**src/rtl/wb_ins_dat_arbiter.sv**
```systemverilog
// Round-robin arbiter that shares one Wishbone slave between an instruction
// master (m0) and a data master (m1), with a per-grant stall watchdog.
module wb_ins_dat_arbiter #(
    parameter int AWIDTH = 32,
    parameter int TWIDTH = 8
) (
    input  logic              clk_i,
    input  logic              rst_i,

    input  logic              m0_cyc_i,
    input  logic              m0_stb_i,
    input  logic              m0_we_i,
    input  logic [3:0]        m0_sel_i,
    input  logic [AWIDTH-1:0] m0_adr_i,
    input  logic [31:0]       m0_dat_i,
    output logic [31:0]       m0_dat_o,
    output logic              m0_ack_o,
    output logic              m0_err_o,

    input  logic              m1_cyc_i,
    input  logic              m1_stb_i,
    input  logic              m1_we_i,
    input  logic [3:0]        m1_sel_i,
    input  logic [AWIDTH-1:0] m1_adr_i,
    input  logic [31:0]       m1_dat_i,
    output logic [31:0]       m1_dat_o,
    output logic              m1_ack_o,
    output logic              m1_err_o,

    output logic              s_cyc_o,
    output logic              s_stb_o,
    output logic              s_we_o,
    output logic [3:0]        s_sel_o,
    output logic [AWIDTH-1:0] s_adr_o,
    output logic [31:0]       s_dat_o,
    input  logic [31:0]       s_dat_i,
    input  logic              s_ack_i,

    output logic [1:0]        grant_o,
    output logic              timeout_o
);

    typedef enum logic [1:0] {
        ST_IDLE = 2'd0,
        ST_G0   = 2'd1,
        ST_G1   = 2'd2
    } state_e;

    localparam logic [TWIDTH-1:0] CNT_LIMIT = '1;
    localparam logic [TWIDTH-1:0] CNT_ONE   = TWIDTH'(1);

    state_e            state_q, state_d;
    logic              last_q, last_d;
    logic [TWIDTH-1:0] cnt_q, cnt_d, cnt_inc;

    logic gnt0, gnt1, granted;
    logic own_cyc, own_stb;
    logic wd_fire;

    assign gnt0    = (state_q == ST_G0);
    assign gnt1    = (state_q == ST_G1);
    assign granted = gnt0 | gnt1;

    assign own_cyc = (gnt0 & m0_cyc_i) | (gnt1 & m1_cyc_i);
    assign own_stb = (gnt0 & m0_stb_i) | (gnt1 & m1_stb_i);

    // The watchdog fires in the cycle where the count of unanswered strobes
    // reaches the limit; an ack in that same cycle takes precedence.
    assign cnt_inc = cnt_q + CNT_ONE;
    assign wd_fire = own_cyc & own_stb & ~s_ack_i & (cnt_inc == CNT_LIMIT);

    // NOTE: every signal written in a combinational block gets a default first,
    // otherwise any path that skips an assignment infers a latch.
    always_comb begin
        state_d = state_q;
        last_d  = last_q;
        case (state_q)
            ST_IDLE: begin
                if (m0_cyc_i && m1_cyc_i) begin
                    state_d = last_q ? ST_G0 : ST_G1;
                end else if (m0_cyc_i) begin
                    state_d = ST_G0;
                end else if (m1_cyc_i) begin
                    state_d = ST_G1;
                end
            end
            ST_G0: begin
                if (!m0_cyc_i || wd_fire) begin
                    state_d = ST_IDLE;
                    last_d  = 1'b0;
                end
            end
            ST_G1: begin
                if (!m1_cyc_i || wd_fire) begin
                    state_d = ST_IDLE;
                    last_d  = 1'b1;
                end
            end
            default: state_d = ST_IDLE;
        endcase
    end

    always_comb begin
        cnt_d = cnt_q;
        if ((state_d != state_q) || s_ack_i) begin
            cnt_d = '0;
        end else if (granted && own_stb) begin
            cnt_d = cnt_inc;
        end
    end

    // NOTE: state registers use non-blocking assignments so every flop samples
    // the pre-edge value of its neighbours, matching real hardware.
    always_ff @(posedge clk_i or negedge rst_i) begin
        if (!rst_i) begin
            state_q <= ST_IDLE;
            last_q  <= 1'b1;
            cnt_q   <= '0;
        end else begin
            state_q <= state_d;
            last_q  <= last_d;
            cnt_q   <= cnt_d;
        end
    end

    // Slave-side request mux; everything decodes from state_q so reset clears it at once.
    always_comb begin
        s_cyc_o = 1'b0;
        s_stb_o = 1'b0;
        s_we_o  = 1'b0;
        s_sel_o = '0;
        s_adr_o = '0;
        s_dat_o = '0;
        case (state_q)
            ST_G0: begin
                s_cyc_o = m0_cyc_i;
                s_stb_o = m0_stb_i;
                s_we_o  = m0_we_i;
                s_sel_o = m0_sel_i;
                s_adr_o = m0_adr_i;
                s_dat_o = m0_dat_i;
            end
            ST_G1: begin
                s_cyc_o = m1_cyc_i;
                s_stb_o = m1_stb_i;
                s_we_o  = m1_we_i;
                s_sel_o = m1_sel_i;
                s_adr_o = m1_adr_i;
                s_dat_o = m1_dat_i;
            end
            default: ;
        endcase
    end

    assign m0_dat_o  = s_dat_i;
    assign m1_dat_o  = s_dat_i;

    assign m0_ack_o  = gnt0 & s_ack_i & m0_cyc_i & m0_stb_i;
    assign m1_ack_o  = gnt1 & s_ack_i & m1_cyc_i & m1_stb_i;
    assign m0_err_o  = gnt0 & wd_fire;
    assign m1_err_o  = gnt1 & wd_fire;

    assign grant_o   = {gnt1, gnt0};
    assign timeout_o = wd_fire;

endmodule

```
**config.mk**
```make
export PLATFORM = sky130hd
export DESIGN_NAME = wb_ins_dat_arbiter
export DESIGN_NICKNAME = d
export VERILOG_FILES = /design/src/rtl/wb_ins_dat_arbiter.sv
export SDC_FILE = /design/constraint.sdc
export NUM_CORES = 1
export LEC_CHECK = 0
export BUFFER_PORTS_ARGS = -buffer_cell sky130_fd_sc_hd__buf_2
export CAP_MARGIN = 0
export CORE_AREA = 5 5 120 122
export CTS_CLUSTER_DIAMETER = 30
export DETAILED_ROUTE_END_ITERATION = 8
export DIE_AREA = 0 0 125 127
export GPL_TIMING_DRIVEN = 0
export PLACE_DENSITY_LB_ADDON = 0.08
export SLEW_MARGIN = 20
export SYNTH_ARGS = -nofsm -noshare
export SYNTH_HDL_FRONTEND = slang
export SYNTH_SLANG_ARGS = --single-unit
```
**constraint.sdc**
```tcl
create_clock -name clk_i -period 6.5 [get_ports clk_i]
set_input_delay 1.3 -clock clk_i [delete_from_list [all_inputs] [get_ports clk_i]]
set_output_delay 1.3 -clock clk_i [all_outputs]
set_load 0.02 [all_outputs]
```
==> out/results.tsv <==
stage	metric	value	unit
outcome	status	completed	
drt	Post-DRT Antenna Nets	0	
power_and_ir_drop	VDD IR-drop max	0.0001189	V
floorplanning	core area	13090	um^2
finish	nets	813	
cts	total CTS buffers	3	
logic_synthesis	EDFF count, synth	0	
floorplanning	die area	15880	um^2
finish	Final Instance Area	4218	um^2
run	max-cap violations	0	
cts	htree depth	1	
logic_synthesis	cell with the most instances after synthesis	nor2b_1	
worst_setup_path	Required @ worst endpoint	5.20	ns
worst_setup_path	WP data arrival	2.71	ns
floorplanning	num rows	42	
floorplanning	Initial Utilization	18.98	%
sta	setup violators final	0	
logic_synthesis	Syn. warnings	0	
logic_synthesis	ys async rst share	100.0	%
cts	clk root buf	clkbuf_16	
hold_path	Hold Path Class	flip-flop to flip-flop	
cts	Reg clk slew, reported paths	0.05	ns
finish	Non-Filler Instances	806	
grt	vias in the first global route	3437	
drt	Post-Route WL	14.14	mm
logic_synthesis	dominant synthesized flop cell	dfrtp_1	
logic_synthesis	top-area cell type share of the netlist area	21.46	%
cts	post-cts resize count	0	
drt	Iter 0 DRT Violations	122	
drt	DRC	0	
logic_synthesis	Syn Inst Count	339	
cts	Sinks on Clock Net	11	
grt	All-Layer GR Usage	15.93	%
drt	routed via count	3478	
placement	# port buffers	286	
logic_synthesis	Post-Syn Nets	522	
logic_synthesis	Unique masters post-synth	43	
worst_setup_path	Worst Setup End Kind	output pin	
logic_synthesis	FF+latch count, synth	11	
sta	final slew viol count	0	
worst_setup_path	Reg2Reg Setup Slack	3.99	ns
sta	Fin. Hold Viols	0	
logic_synthesis	sequential share of the synthesized area	11.13	%
finish	layout cells sized above 1	57.55	%
power_and_ir_drop	leakage	2.252	nW
floorplanning	I/O Pins	319	
cts	Max clock buf depth	2	
grt	first-pass GRT wire length	20.45	mm
finish	area delta synth->final	69.82	%
placement	post-place setup slack	2.547	ns
worst_setup_path	critical path peak fanout	10	
logic_synthesis	ranking of synthesized cells by area	a22oi_1 21%, buf_4 20%, nor2b_1 18%	
grt	largest net degree at the start of global routing	12	
drt	Vias/cell	4.315	
logic_synthesis	largest area contributor in the netlist	a22oi_1	
worst_setup_path	crit path kind	flip-flop to output pin	
placement	Final Wtd Congestion	0.9132	
cts	hold buffers post-CTS	0	
logic_synthesis	most common library cells after synthesis	72 x nor2b_1, 71 x a22oi_1, 67 x buf_4, 23 x clkbuf_1, 12 x nand2_1	
floorplanning	DIE HEIGHT	127	um
sta	Worst Max-Slew Pin Slew	0.6452	ns
sta	period utilisation layout	61.75	%
sta	Max Freq	249.1	MHz
sta	setup_tns	0	ns
drt	wire per inst	17.55	um
logic_synthesis	average size of a mapped cell	7.326	um^2
sta	Rel. slew slack	56.99	%
cts	CTS tree	yes	
drt	DR pass1 iterations	4	
placement	Placed Area	4135	um^2
worst_setup_path	crit start category	flip-flop	
sta	fin crit period	4.014	ns
sta	RSZ-0062 raised after global routing	false	
placement	dpl cells	801	
sta	Clock Skews	0.004789	ns
power_and_ir_drop	pwr dens	317.7	nW/um^2
grt	GRT Residual Overflow	0	
placement	HPWL after DPL	12.29	mm
grt	initial antenna violation count	1	
cts	Clk Latency, worst-skew pair	0.25	ns
cts	Post-CTS Setup Bufs	0	
sta	Final WS setup	2.486	ns
logic_synthesis	mapped cell area	2484	um^2
floorplanning	Die W	125	um
[stage by stage]
step / util (%) / power [mW] / hold slack (ns)
after floorplan: - / 0.8453 / 0.5431
after global placement: 31.60 / 1.229 / 0.5663
after CTS: 32.21 / 1.363 / 0.5838
after detailed placement: 31.60 / 1.241 / 0.5742
final: 32.23 / 1.340 / 0.5847
after global routing: 32.23 / 1.453 / 0.5898
[worst paths after layout]
check,cells after the start,startpoint,end
worst min register to register,2,last_q,last_q
worst max-delay path,10,state_q[1],m0_err_o
min in group asynchronous,1,rst_i,state_q[0]
worst min-delay path,2,last_q,last_q
worst max register to register,8,state_q[1],cnt_q[5]
max in group asynchronous,1,rst_i,last_q
[kinds of logic after synthesis]
group                    after synthesis  synth area share, %
AND/OR/NAND/NOR                      121                29.52
buffers and inverters                 99                25.09
AO/OA/AOI/OAI                         93                27.91
flip-flops                            11                11.13
XOR/XNOR                               6                2.116
adder cells (fa/ha/maj)                6                3.023
multiplexers                           3                1.209
[routing by layer]
layer	GRT usage (%)	vias to the layer above	part of all wire [%]
li1	-	1730	-
met1	19.05	1597	40
met2	29.42	135	52
met3	2.922	16	5.5
met4	4.018	0	2.2
met5	0	-	0
[area by class of cell]
type                    count  area, um^2
fillers                  1465        8867
multi-input cells         229        1584
repair buffers            286        1431
plain buffers              91       593.1
flip-flops and latches     11       276.5
well taps                 176       220.2
clock buffers               3       75.07
inverters                   8       30.03
clock inverters             1       5.005
diodes                      1       2.502
[sequential cells by signal (all words and copies together) (netlist names)]
| signal | flops |
|---|---|
| last_q | 1 |
| cnt_q | 8 |
| state_q | 2 |
[worst max-delay path, cell delays in order, from the launching register on]
cell	delay (ns)
dfrtp_1	0.46
inv_1	0.13
ha_1	0.21
clkbuf_1	0.45
nand2_1	0.19
o21bai_1	0.19
a22oi_1	0.20
nor2b_1	0.18
buf_4	0.16
and2_1	0.12
buf_2	0.17
[layout by cell type, fill, tap and decap left out, types with 5 or more instances in the layout]
| cell | instances |
|---|---|
| nor2b_1 | 72 |
| inv_1 | 8 |
| ha_1 | 6 |
| o21ai_0 | 5 |
| clkbuf_1 | 23 |
| dfrtp_1 | 10 |
| a22oi_1 | 71 |
| nand2_1 | 12 |
| nor4_1 | 5 |
| nor2_1 | 9 |
| buf_4 | 67 |
| buf_2 | 286 |
[where the power goes]
part	switching, mW	internal (mW)	leakage (nW)
clock	0.0365	0.0820	0.0409
combinational	0.694	0.430	2.06
sequential	0.0178	0.0802	0.148
total	0.748	0.592	2.25
Note: power is estimated with default switching activity, not from simulation.
